File: src/rtl/clk_ctrl_pkg.sv
// ---------------------------------------------------------------------------
// clk_ctrl_pkg
// Shared definitions for the CPU clock sequencing controller:
//   - mode encodings driven from the board switches
//   - FSM state encoding
//   - calc_def_lim(): default half-period length from the input and target
//     frequencies (result clamped to at least one cycle)
// ---------------------------------------------------------------------------
package clk_ctrl_pkg;

   localparam logic [1:0] MODE_HALT  = 2'b00;
   localparam logic [1:0] MODE_RUN   = 2'b01;
   localparam logic [1:0] MODE_STEP  = 2'b10;
   localparam logic [1:0] MODE_BURST = 2'b11;

   typedef enum logic [1:0] {
      IDLE  = 2'd0,
      RUN   = 2'd1,
      STEP  = 2'd2,
      BURST = 2'd3
   } state_t;

   // Half-period in input clock cycles; a zero result (or zero target
   // frequency) would stall the divider, so it is clamped to one.
   function automatic logic [31:0] calc_def_lim(input int unsigned clk_freq,
                                                input int unsigned def_freq);
      int unsigned lim;
      if (def_freq == 32'd0) begin
         lim = 32'd1;
      end else begin
         lim = clk_freq / 32'd2 / def_freq;
      end
      if (lim == 32'd0) begin
         lim = 32'd1;
      end else begin
         lim = lim;
      end
      return lim;
   endfunction

endpackage

File: src/rtl/edge_sync.sv
// ---------------------------------------------------------------------------
// edge_sync
// Two-flop synchroniser followed by a registered rising-edge detector for an
// asynchronous (already debounced) board input.  A 0->1 change on i_async
// produces a one-cycle o_rise pulse visible three i_clk cycles later.
// Ports:
//   i_clk    - system clock
//   i_rst_n  - synchronous active-low reset
//   i_async  - asynchronous level input
//   o_rise   - registered one-cycle pulse on each rising edge of i_async
// ---------------------------------------------------------------------------
module edge_sync (
   input  logic i_clk,
   input  logic i_rst_n,
   input  logic i_async,
   output logic o_rise
);

   logic r_sync1;
   logic r_sync2;
   logic r_sync2_d;
   logic r_rise;

   // Synchroniser chain and registered edge detect.
   always_ff @(posedge i_clk) begin
      if (!i_rst_n) begin
         r_sync1   <= 1'b0;
         r_sync2   <= 1'b0;
         r_sync2_d <= 1'b0;
         r_rise    <= 1'b0;
      end else begin
         r_sync1   <= i_async;
         r_sync2   <= r_sync1;
         r_sync2_d <= r_sync2;
         r_rise    <= r_sync2 & ~r_sync2_d;
      end
   end

   assign o_rise = r_rise;

endmodule

File: src/rtl/clk_ctrl.sv
// ---------------------------------------------------------------------------
// clk_ctrl
// Generates the experiment CPU clock from clkin.  Only whole periods are
// ever produced: a period is lim cycles high followed by lim cycles low, and
// mode changes / step requests are acted on only between periods.
// Ports:
//   clkin      - system clock
//   rst        - synchronous active-low reset
//   mode       - 00 halt, 01 free-run, 10 single-step, 11 N-pulse burst
//   step_btn   - asynchronous debounced step push-button
//   div_cfg    - requested half-period in clkin cycles (0 ignored)
//   cfg_load   - one-cycle strobe capturing div_cfg
//   burst_len  - number of full periods per burst
//   clkout     - generated clock (registered)
//   clk_rise   - one-cycle pulse in the cycle clkout goes 0->1
//   busy       - high while a period is in progress or RUN is active
//   pulse_cnt  - count of clkout rising edges, wraps modulo 2^32
// ---------------------------------------------------------------------------
module clk_ctrl
   import clk_ctrl_pkg::*;
#(
   parameter int unsigned CLK_FREQ_IN = 50000000,
   parameter int unsigned DEF_FREQ    = 1000,
   parameter int unsigned BURST_W     = 16
)(
   input  logic               clkin,
   input  logic               rst,
   input  logic [1:0]         mode,
   input  logic               step_btn,
   input  logic [31:0]        div_cfg,
   input  logic               cfg_load,
   input  logic [BURST_W-1:0] burst_len,
   output logic               clkout,
   output logic               clk_rise,
   output logic               busy,
   output logic [31:0]        pulse_cnt
);

   localparam logic [31:0] DEF_LIM = calc_def_lim(CLK_FREQ_IN, DEF_FREQ);

   state_t             r_state;
   state_t             w_state_nxt;
   logic [31:0]        r_cnt;
   logic [31:0]        r_lim;
   logic [31:0]        r_pend;
   logic               r_pend_vld;
   logic [BURST_W-1:0] r_brem;
   logic               r_armed;
   logic               r_clkout;
   logic               r_clk_rise;
   logic               r_busy;
   logic [31:0]        r_pulse_cnt;

   logic               w_step_req;
   logic               w_phase_end;
   logic               w_period_end;
   logic               w_start;
   logic               w_brem_load;
   logic               w_brem_dec;
   logic               w_armed_set;
   logic               w_armed_clr;

   edge_sync u_step_sync (
      .i_clk   (clkin),
      .i_rst_n (rst),
      .i_async (step_btn),
      .o_rise  (w_step_req)
   );

   assign w_phase_end  = (r_cnt == (r_lim - 32'd1));
   // A period ends on the last cycle of its low phase.
   assign w_period_end = w_phase_end && !r_clkout && (r_state != IDLE);

   // Next-state and start decision; a start makes clkout rise next cycle.
   always_comb begin
      w_state_nxt = r_state;
      w_start     = 1'b0;
      w_brem_load = 1'b0;
      w_brem_dec  = 1'b0;
      w_armed_set = 1'b0;
      w_armed_clr = 1'b0;
      case (r_state)
         IDLE: begin
            // Leaving burst mode re-arms it, so each entry fires once.
            w_armed_set = (mode != MODE_BURST);
            case (mode)
               MODE_RUN: begin
                  w_start     = 1'b1;
                  w_state_nxt = RUN;
               end
               MODE_STEP: begin
                  if (w_step_req) begin
                     w_start     = 1'b1;
                     w_state_nxt = STEP;
                  end else begin
                     w_state_nxt = IDLE;
                  end
               end
               MODE_BURST: begin
                  w_armed_clr = 1'b1;
                  if (r_armed && (burst_len != {BURST_W{1'b0}})) begin
                     w_brem_load = 1'b1;
                     w_start     = 1'b1;
                     w_state_nxt = BURST;
                  end else begin
                     w_state_nxt = IDLE;
                  end
               end
               default: begin
                  w_state_nxt = IDLE;
               end
            endcase
         end
         RUN: begin
            if (w_period_end) begin
               if (mode == MODE_RUN) begin
                  w_start = 1'b1;
               end else begin
                  w_state_nxt = IDLE;
               end
            end else begin
               w_state_nxt = RUN;
            end
         end
         STEP: begin
            if (w_period_end) begin
               w_state_nxt = IDLE;
            end else begin
               w_state_nxt = STEP;
            end
         end
         BURST: begin
            if (w_period_end) begin
               if (r_brem != {BURST_W{1'b0}}) begin
                  w_brem_dec = 1'b1;
                  w_start    = 1'b1;
               end else begin
                  w_state_nxt = IDLE;
               end
            end else begin
               w_state_nxt = BURST;
            end
         end
         default: begin
            w_state_nxt = IDLE;
         end
      endcase
   end

   // State register and busy flag (busy tracks the state being entered).
   always_ff @(posedge clkin) begin
      if (!rst) begin
         r_state <= IDLE;
         r_busy  <= 1'b0;
      end else begin
         r_state <= w_state_nxt;
         r_busy  <= (w_state_nxt != IDLE);
      end
   end

   // Divide counter, clkout generation and rising-edge bookkeeping.
   always_ff @(posedge clkin) begin
      if (!rst) begin
         r_clkout    <= 1'b0;
         r_clk_rise  <= 1'b0;
         r_cnt       <= 32'd0;
         r_pulse_cnt <= 32'd0;
         r_lim       <= DEF_LIM;
      end else begin
         r_clk_rise <= w_start;
         if (w_start) begin
            // clkout is low here, so a new limit never cuts a phase short.
            r_clkout    <= 1'b1;
            r_cnt       <= 32'd0;
            r_pulse_cnt <= r_pulse_cnt + 32'd1;
            if (r_pend_vld) begin
               r_lim <= r_pend;
            end else begin
               r_lim <= r_lim;
            end
         end else if (r_state != IDLE) begin
            // Phase end either drops the high phase or closes the period.
            if (w_phase_end) begin
               r_clkout <= 1'b0;
               r_cnt    <= 32'd0;
            end else begin
               r_cnt <= r_cnt + 32'd1;
            end
         end else begin
            r_clkout <= 1'b0;
            r_cnt    <= 32'd0;
         end
      end
   end

   // Pending limit capture; consumed at the next period start.
   always_ff @(posedge clkin) begin
      if (!rst) begin
         r_pend     <= 32'd0;
         r_pend_vld <= 1'b0;
      end else if (cfg_load && (div_cfg != 32'd0)) begin
         r_pend     <= div_cfg;
         r_pend_vld <= 1'b1;
      end else if (w_start) begin
         r_pend_vld <= 1'b0;
      end else begin
         r_pend_vld <= r_pend_vld;
      end
   end

   // Burst remaining counter and one-shot arming flag.
   always_ff @(posedge clkin) begin
      if (!rst) begin
         r_brem  <= {BURST_W{1'b0}};
         r_armed <= 1'b0;
      end else begin
         if (w_brem_load) begin
            r_brem <= burst_len - BURST_W'(1);
         end else if (w_brem_dec) begin
            r_brem <= r_brem - BURST_W'(1);
         end else begin
            r_brem <= r_brem;
         end
         if (w_armed_clr) begin
            r_armed <= 1'b0;
         end else if (w_armed_set) begin
            r_armed <= 1'b1;
         end else begin
            r_armed <= r_armed;
         end
      end
   end

   assign clkout    = r_clkout;
   assign clk_rise  = r_clk_rise;
   assign busy      = r_busy;
   assign pulse_cnt = r_pulse_cnt;

endmodule
File: config.mk
export PLATFORM = sky130hd
export DESIGN_NAME = clk_ctrl
export DESIGN_NICKNAME = d
export VERILOG_FILES = /design/src/rtl/clk_ctrl_pkg.sv /design/src/rtl/edge_sync.sv /design/src/rtl/clk_ctrl.sv
export SDC_FILE = /design/constraint.sdc
export NUM_CORES = 1
export LEC_CHECK = 0
export ABC_CLOCK_PERIOD_IN_PS = 5200
export CAP_MARGIN = 20
export CORE_ASPECT_RATIO = 0.8
export CORE_MARGIN = 2
export CORE_UTILIZATION = 34
export DETAILED_ROUTE_END_ITERATION = 16
export GPL_TIMING_DRIVEN = 0
export SYNTH_ARGS = -nofsm -noshare
export SYNTH_HDL_FRONTEND = slang
export SYNTH_SLANG_ARGS = --single-unit
export TNS_END_PERCENT = 10
File: constraint.sdc
create_clock -name clkin -period 5.2 [get_ports clkin]
set_input_delay 1.04 -clock clkin [delete_from_list [all_inputs] [get_ports clkin]]
set_output_delay 1.04 -clock clkin [all_outputs]
set_load 0.1 [all_outputs]
# Word level (Yosys, flattened, before mapping)
# Index checks and enable logic that the tools add are counted.
# classes
n_addsub	5
eq_ne	9
muxes	30
bitwise	4
n_reduce_logical	16
# op_table
cell	count
32-bit by 1-bit adder with 32-bit output (second input constant)	2
32-bit equality test	1
16-bit two-way mux	2
16-bit nonzero test	2
32-bit nonzero test	1
16-bit by 1-bit subtractor with 16-bit output (second input constant)	2
32-bit by 1-bit subtractor with 32-bit output (second input constant)	1
1-bit two-way mux	17
2-bit two-way mux	7
2-bit equality test (second input constant)	4
2-bit case mux with 4 select lines	1
2-bit nonzero test	4
1-bit case mux with 3 select lines	2
2-bit case mux with 3 select lines	1
2-bit by 1-bit equality test with 1-bit output (second input constant)	2
1-bit logical AND	4
4-bit OR reduction	1
3-bit inequality test (second input constant)	1
1-bit NOT	3
2-bit logical NOT	1
2-bit inequality test (second input constant)	1
2-bit AND reduction	1
2-bit OR reduction	1
1-bit AND	1
1-bit logical NOT	1
# word_totals
register_bits	155
inputBits	54
out_inout_bits	35
wordCells	79

# Logic depth before layout (Yosys ltp)
# Gate-level depths: netlist of run 1.
# logic_depth
depth_word	8
depth_mapped	15
ltp_nobuf	13

# By module
# A second synthesis of run 1 with hierarchy kept.
# hier_totals
hier_cells	981
area_unflattened_um2	8240.4
# by_module_without_submodules
module	n_inst	cells_per_inst	area_each_um2	seq_area_each_um2
clk_ctrl	1	973	8129.0	3022.9
edge_sync	1	8	111.4	80.1

# Least setup slack after synthesis of run 1
# OpenSTA, ideal clock, no wires.
# synth_path
kind	input to register
start	input port burst_len[3]
end	register r_brem[14]
setup_time_ns	0.078
arrival_time_ns	4.323
required_ns	5.122
setup_slack_ns	0.800
stages	15
n_path_buf	2
path_cell_list	or4_1 > nor4_1 > a21oi_1 > clkbuf_1 > nand2_1 > and2_1 > ha_1 > nand2_1 > a2111oi_0 > a31oi_1 > clkbuf_1 > a211oi_1 > nand2_1 > o21a_1 > nor3_1
# synth_between
elab_chain_len	6
elab_cells_between_ends	8
cone_classes	add/sub (1); mux (4); reduce/logical (3)
# synth_lines
item	line_no	rtl
start: declaration	clk_ctrl.sv:32	input logic [BURST_W-1:0] burst_len,
parallel branches: the longest is 6 deep, another holds 16-bit by 1-bit subtractor with 16-bit output	-	
end signal: assignment	clk_ctrl.sv:218	r_brem <= burst_len - BURST_W'(1);
end signal: assignment	clk_ctrl.sv:220	r_brem <= r_brem - BURST_W'(1);
end signal: assignment	clk_ctrl.sv:222	r_brem <= r_brem;
end: declaration	clk_ctrl.sv:47	logic [BURST_W-1:0] r_brem;
# Parallel ways; which one is timed is not known.
# A chain may end at the register's enable or synchronous reset.

# Worst setup path after layout of run 1
# layout_path
start	input port burst_len[2]
end	register r_brem[12]
# Same word-level chain as after synthesis.

==> results of run 1 <==
-- path summary, 6_finish.rpt --
| kind | depth (start not counted) | startpoint | to | slack [ps] |
|---|---|---|---|---|
| max | 16 | burst_len[2] | r_brem[12] | 340 |
| min | 1 | u_step_sync.r_sync2_d | u_step_sync.o_rise | 380 |
| max reg2reg | 14 | r_state[1] | r_brem[14] | 1070 |
| min reg2reg | 1 | u_step_sync.r_sync2_d | u_step_sync.o_rise | 380 |
-- per-layer routing --
| metal | GRT usage, % | wire length [µm] | up-vias |
|---|---|---|---|
| met4 | 4.55 | 306 | 0 |
| met1 | 25.9 | 11900 | 3688 |
| li1 | - | - | 3913 |
| met2 | 28.9 | 10700 | 202 |
| met5 | 0 | 0 | - |
| met3 | 3.58 | 1270 | 25 |
-- placed cells by master (no fill, tap or decap), types with 5 or more instances in the layout --
master	n
clkdlybuf4s50_1	88
or3_1	22
dfxtp_1	155
and3_1	13
clkbuf_16	17
buf_2	6
nor3_1	22
xor2_1	42
nor2_1	104
a31oi_1	14
nor4_1	23
nor2b_1	6
nand2_1	120
xnor2_1	33
nand2b_1	30
clkbuf_1	52
and2_1	7
a21oi_1	33
nand3_1	44
o31ai_1	7
mux2i_1	90
nand3b_1	5
inv_1	18
o21ai_0	33
and4_1	10
nand4_1	27
or4_1	13
o211ai_1	16
-- registers in the layout (all words and copies together) (netlist names) --
signal                 count
u_step_sync.r_sync1        1
r_armed                    1
r_brem                    16
pulse_cnt                 32
r_cnt                     32
r_lim                     32
u_step_sync.r_sync2_d      1
clk_rise                   1
r_pend_vld                 1
r_state                    2
u_step_sync.r_sync2        1
clkout                     1
u_step_sync.o_rise         1
r_pend                    32
busy                       1
-- per-stage QoR --
| step | cell area, µm² | power, mW | util (%) | worst slack, ps |
|---|---|---|---|---|
| 5_1_grt | 10500 | 3.01 | 42.7 | 82.1 |
| 2_1_floorplan | 8540 | 1.51 | - | 800 |
| 3_3_place_gp | 9820 | 1.64 | 40.1 | -498 |
| 3_5_place_dp | 9820 | 1.64 | 40.1 | -529 |
| 6_report | 10500 | 2.90 | 42.7 | 344 |
| 4_1_cts | 10400 | 2.92 | 42.6 | 108 |
-- cells by family (layout without fill, tap and decap cells) --
kind of cell,after synthesis,in the layout
fa+ha+maj,4,4
mux,91,91
compound gates,152,152
simple gates,467,467
flops,155,155
buf+inv,84,205
xor+xnor,75,75
-- synthesized netlist by cell type (10+ instances only) --
cell type  count
o211ai_1      16
nand2b_1      30
xnor2_1       33
mux2i_1       90
or4_1         13
xor2_1        42
nor2_1       104
and4_1        10
nor4_1        24
dfxtp_1      155
a21oi_1       34
or3_1         22
inv_1         18
o21ai_0       33
and3_1        13
nand2_1      120
nor3_1        22
a31oi_1       14
nand3_1       44
nand4_1       27
clkbuf_1      52
-- area by class of cell --
| class | instances | area, µm² |
|---|---|---|
| fillers | 2498 | 14000 |
| plain buffers | 64 | 274 |
| clock buffers | 19 | 443 |
| well taps | 318 | 398 |
| repair buffers | 89 | 886 |
| clock inverters | 13 | 161 |
| flip-flops and latches | 155 | 3100 |
| inverters | 20 | 75.1 |
| multi-input cells | 789 | 5110 |
-- power by group --
| group | internal (mW) | leakage, nW | switching [mW] | total, mW |
|---|---|---|---|---|
| sequential | 1.22 | 1.26 | 0.0335 | 1.26 |
| clock | 0.734 | 0.287 | 0.549 | 1.28 |
| combinational | 0.140 | 2.06 | 0.223 | 0.363 |
| total | 2.10 | 3.61 | 0.806 | 2.90 |
-- what timing repair did --
| action | in CTS | in global routing |
|---|---|---|
| pin swaps | 0 | 0 |
| endpoints found under the setup margin | 1 | 5 |
| resized for setup | 1 | 5 |
| hold buffers | 0 | 0 |
==> impl_metrics.json, run 1 <==
{
  "status": "complete, no violations",
  "antenna_left": 0,
  "async_reset_ff_share_pct": 0,
  "instances_no_fill": 1467,
  "synth_edf_count": 0,
  "grt_pass1_vias": 7392,
  "synthXorXnorAreaFrac_pct": 7.69,
  "crit_family": "simple AND/OR/NAND/NOR gates",
  "maxSlewViolCount": 0,
  "crit_path_frequent_cell": "nand2_1",
  "grt_pass1_wl_mm": 39.5,
  "period_needed_ps": 4860,
  "start_kind": "primary input",
  "antenna_cells": 0,
  "clk_pin_slew_ps": 70,
  "endpoint_kind": "flop",
  "synth_top_cell_by_area": "dfxtp_1",
  "path_buf_inv": 3,
  "cts_root_buffer": "clkbuf_16",
  "peakVddDrop_mv": 0.199,
  "p_leak_nw": 3.61,
  "hold_slack_ps": 382,
  "clk_path_buf_depth": 2,
  "cts_tree": "built",
  "p_per_area_nw_per_um2": 278,
  "cts_buffers": 17,
  "syn_to_final_growth_pct": 22.4,
  "path_cells": "clkdlybuf4s50_1 > or4_1 > nor4_4 > a21o_1 > clkbuf_1 > nand2_1 > and2_1 > ha_1 > nand2_1 > a2111oi_0 > a31oi_1 > clkbuf_2 > nor3_1 > xor2_1 > o21ai_0 > nor3b_1",
  "ys_seq_elements": 155,
  "rsz0062_at_grt": "false",
  "dr.pass1.iters": 4,
  "layout-drive-gt1-share_pct": 5.74,
  "tightest_slew_ps": 989,
  "ys_seq_area_share_pct": 36.3,
  "fin_crit_sh_pct": 93.4,
  "synth_compound_area_share_pct": 12.6,
  "yosys_warnings": 0,
  "synth.area.mux_share_pct": 10.7,
  "finClkSkew_ps": 21.6,
  "arrival_ps": 5210,
  "drt_iter0_drc": 650,
  "synthSimpleGateAreaFrac_pct": 28.0,
  "yosys-top-cells-area": "dfxtp_1, mux2i_1, nand2_1",
  "drt-total-wl_mm": 24.2,
  "die_h_um": 146,
  "ys_types": 70,
  "wl_per_cell_um": 16.5,
  "required_ps": 5560,
  "io_pins": 89,
  "place.gp.congestion": 0.888,
  "die_area_um2": 26400,
  "synth_top_family_by_area": "simple AND/OR/NAND/NOR gates",
  "dpl.cell_count": 1434,
  "drc": 0,
  "cp_max_fo": 10,
  "port_buffers": 88,
  "finalSetupViolations": 0,
  "grt_max_degree": 17,
  "initial_core_util_pct": 34.9,
  "ys.flop_type": "dfxtp_1",
  "setup_tns_ps": 0,
  "maxCapViolCount": 0,
  "min_path_type": "flop to flop",
  "slowest_delay_ps": 650,
  "viasPerCell": 5.34,
  "rows": 51,
  "grt_usage_pct": 18.4,
  "relSlewSlack_pct": 33.9,
  "synth_area_um2": 8540,
  "cts_setup_buffers": 0,
  "syn-mean-instance-area_um2": 8.31,
  "crit_type": "primary input to flop",
  "syn_inst": 1028,
  "hold_violations": 0,
  "h-tree-depth": 4,
  "synth_largest_type_area_fraction_pct": 36.3,
  "grt-ovfl-total": 0,
  "cpMaxStageDelayCell": "or4_1",
  "clk_latency_ps": 440,
  "die_w_um": 181,
  "fmaxAchievable_mhz": 206,
  "vias": 7828,
  "core_area_um2": 24500,
  "synth_nets": 1086,
  "synthAdderAreaFrac_pct": 0.586,
  "cts.sinks": 155,
  "hpwl_mm": 17.7,
  "fin_nets": 1194,
  "antenna_found_initial": 1
}
No activity file was read; power rests on OpenSTA's default activity.
==> run 2, diff against run 1 <==
--- a/config.mk
+++ b/config.mk
@@ -9,2 +9,4 @@
 export CAP_MARGIN = 20
+export CELL_PAD_IN_SITES_DETAIL_PLACEMENT = 0
+export CELL_PAD_IN_SITES_GLOBAL_PLACEMENT = 1
 export CORE_ASPECT_RATIO = 0.8
@@ -13,3 +15,3 @@
 export DETAILED_ROUTE_END_ITERATION = 16
-export GPL_TIMING_DRIVEN = 0
+export PLACE_DENSITY_LB_ADDON = 0.1
 export SYNTH_ARGS = -nofsm -noshare
==> constraint.sdc (replaced) <==
create_clock -name clkin -period 5.2 [get_ports clkin]
set_input_delay 1.3 -clock clkin [delete_from_list [all_inputs] [get_ports clkin]]
set_output_delay 1.3 -clock clkin [all_outputs]
set_load 0.1 [all_outputs]
==> impl_metrics.json, run 2 (synthesis results as in run 1) <==
{
  "layout-drive-gt1-share_pct": 6.72,
  "arrival_ps": 4890,
  "final_core_util_pct": 42.0,
  "grt_pass1_wl_mm": 37.8,
  "drt_iter0_drc": 318,
  "grt_max_degree": 72,
  "fin_nets": 1147,
  "drc": 0,
  "syn_to_final_growth_pct": 20.5,
  "antenna_found_initial": 0,
  "setup_tns_ps": 0,
  "cts_buffers": 17,
  "cts_setup_buffers": 0,
  "die_w_um": 181,
  "rows": 51,
  "fin_crit_sh_pct": 87.1,
  "layout.cells.most_common": "dfxtp_1",
  "initial_core_util_pct": 34.9,
  "peakVddDrop_mv": 0.238,
  "p_leak_nw": 3.57,
  "grt_usage_pct": 17.5,
  "tightest_slew_ps": 1040,
  "cts_hold_buffers": 0,
  "mostFrequentLayoutCells": "dfxtp_1, nand2_1, nor2_1, mux2i_1, clkdlybuf4s50_1",
  "crit_end": "r_brem[10]",
  "p_per_area_nw_per_um2": 276,
  "port_buffers": 88,
  "multi_input_area_um2": 5130,
  "cp-startpoint": "burst_len[2]",
  "h-tree-depth": 4,
  "min_path_type": "flop to flop",
  "die_h_um": 146,
  "worst_r2r_path_depth": 8,
  "hold_violations": 0,
  "final.fill_count": 2505,
  "wl_per_cell_um": 16.0,
  "cp_max_fo": 8,
  "grt_pass1_vias": 7064,
  "fmaxAchievable_mhz": 221,
  "viasPerCell": 5.22,
  "relSlewSlack_pct": 30.6,
  "io_pins": 89,
  "antenna_cells": 0,
  "required_ps": 5560,
  "place.gp.congestion": 0.830,
  "r2r_slack_ps": 740,
  "hpwl_mm": 16.0,
  "seqCellArea_um2": 3100,
  "r2r-end": "r_lim[25]",
  "setup_slack_ps": 673,
  "clk_latency_ps": 440,
  "cts.repair.resized": 0,
  "clk_pin_slew_ps": 70,
  "maxCapViolCount": 0,
  "finalSetupViolations": 0,
  "period_needed_ps": 4530,
  "drt-total-wl_mm": 22.7,
  "totalPowerFinal_mw": 2.84,
  "antenna_left": 0,
  "dr.pass1.iters": 4,
  "maxSlewViolCount": 0,
  "die_area_um2": 26400,
  "rsz0062_at_grt": "false",
  "core_area_um2": 24500,
  "crit_type": "primary input to flop",
  "vias": 7410,
  "cts.sinks": 155,
  "preCtsSetupSlack_ps": 209,
  "endpoint_kind": "flop",
  "cts_root_buffer": "clkbuf_16",
  "cts_tree": "built",
  "grt-ovfl-total": 0,
  "start_kind": "primary input",
  "status": "complete, no violations",
  "finClkSkew_ps": 15.5,
  "rr_startpoint": "r_lim[20]",
  "clk_path_buf_depth": 2
}
## run 2: cell types whose count changed in the layout (fill, tap and decap cells not counted), sizes merged
cell / delta
buf: +6
bufinv: -2
clkbuf: -54
clkdlybuf4s50: -1
clkinv: +1
clkinvlp: -2
inv: +5
## run 2: worst max-delay path, stage by stage
cell and delay [ps]:
clkdlybuf4s50_1 470, or4_1 590, nor4_1 250, buf_4 170
a21oi_1 140, nand2_1 120, and2_1 130, ha_1 160
nand2_1 90, a2111oi_0 360, a31oi_1 190, buf_4 240
or4_1 510, a31oi_1 170
## run 2: per-layer routing
metal	routed length, µm	track usage, %
met5	0	0
met4	231	5.33
met3	896	3.83
met2	9640	25.6
met1	12000	25.6
## run 2: how the worst min path moves through the flow
stage,start,to,slack (ps),cells after the start
after detailed placement,u_step_sync.r_sync2_d,u_step_sync.o_rise,370,1
after global routing,u_step_sync.r_sync2_d,u_step_sync.o_rise,390,1
after global placement,u_step_sync.r_sync2_d,u_step_sync.o_rise,370,1
after floorplan,u_step_sync.r_sync2_d,u_step_sync.o_rise,370,1
final,u_step_sync.r_sync2_d,u_step_sync.o_rise,380,1
after CTS,u_step_sync.r_sync2_d,u_step_sync.o_rise,380,1
## run 2: report_power, final
part	leakage [nW]	switching [mW]	internal [mW]
clock	0.281	0.592	0.640
combinational	2.03	0.211	0.140
sequential	1.26	0.0343	1.22
total	3.57	0.836	2.00
## run 2: layout make-up
class,instances,area share (%)
timing repair buffer,106,9.85
sequential,155,30.1
inverter,20,0.729
tap,318,3.87
multi-input combinational,789,49.8
clock buffer,17,4.13
clock inverter,15,1.46
## run 2: per-stage QoR
stage | cells | area (µm²) | hold WS (ps)
after global placement | 1388 | 9720 | 372
final | 1420 | 10300 | 381
after CTS | 1420 | 10300 | 381
after detailed placement | 1388 | 9720 | 371
after global routing | 1420 | 10300 | 394
after floorplan | 1028 | 8540 | 367
==> run 3, diff against run 2 <==
- HOLD_SLACK_MARGIN: default -> 0.12
==> results of run 3 <==
Same layout as run 2: the final DEF is identical, and so are final timing and power.
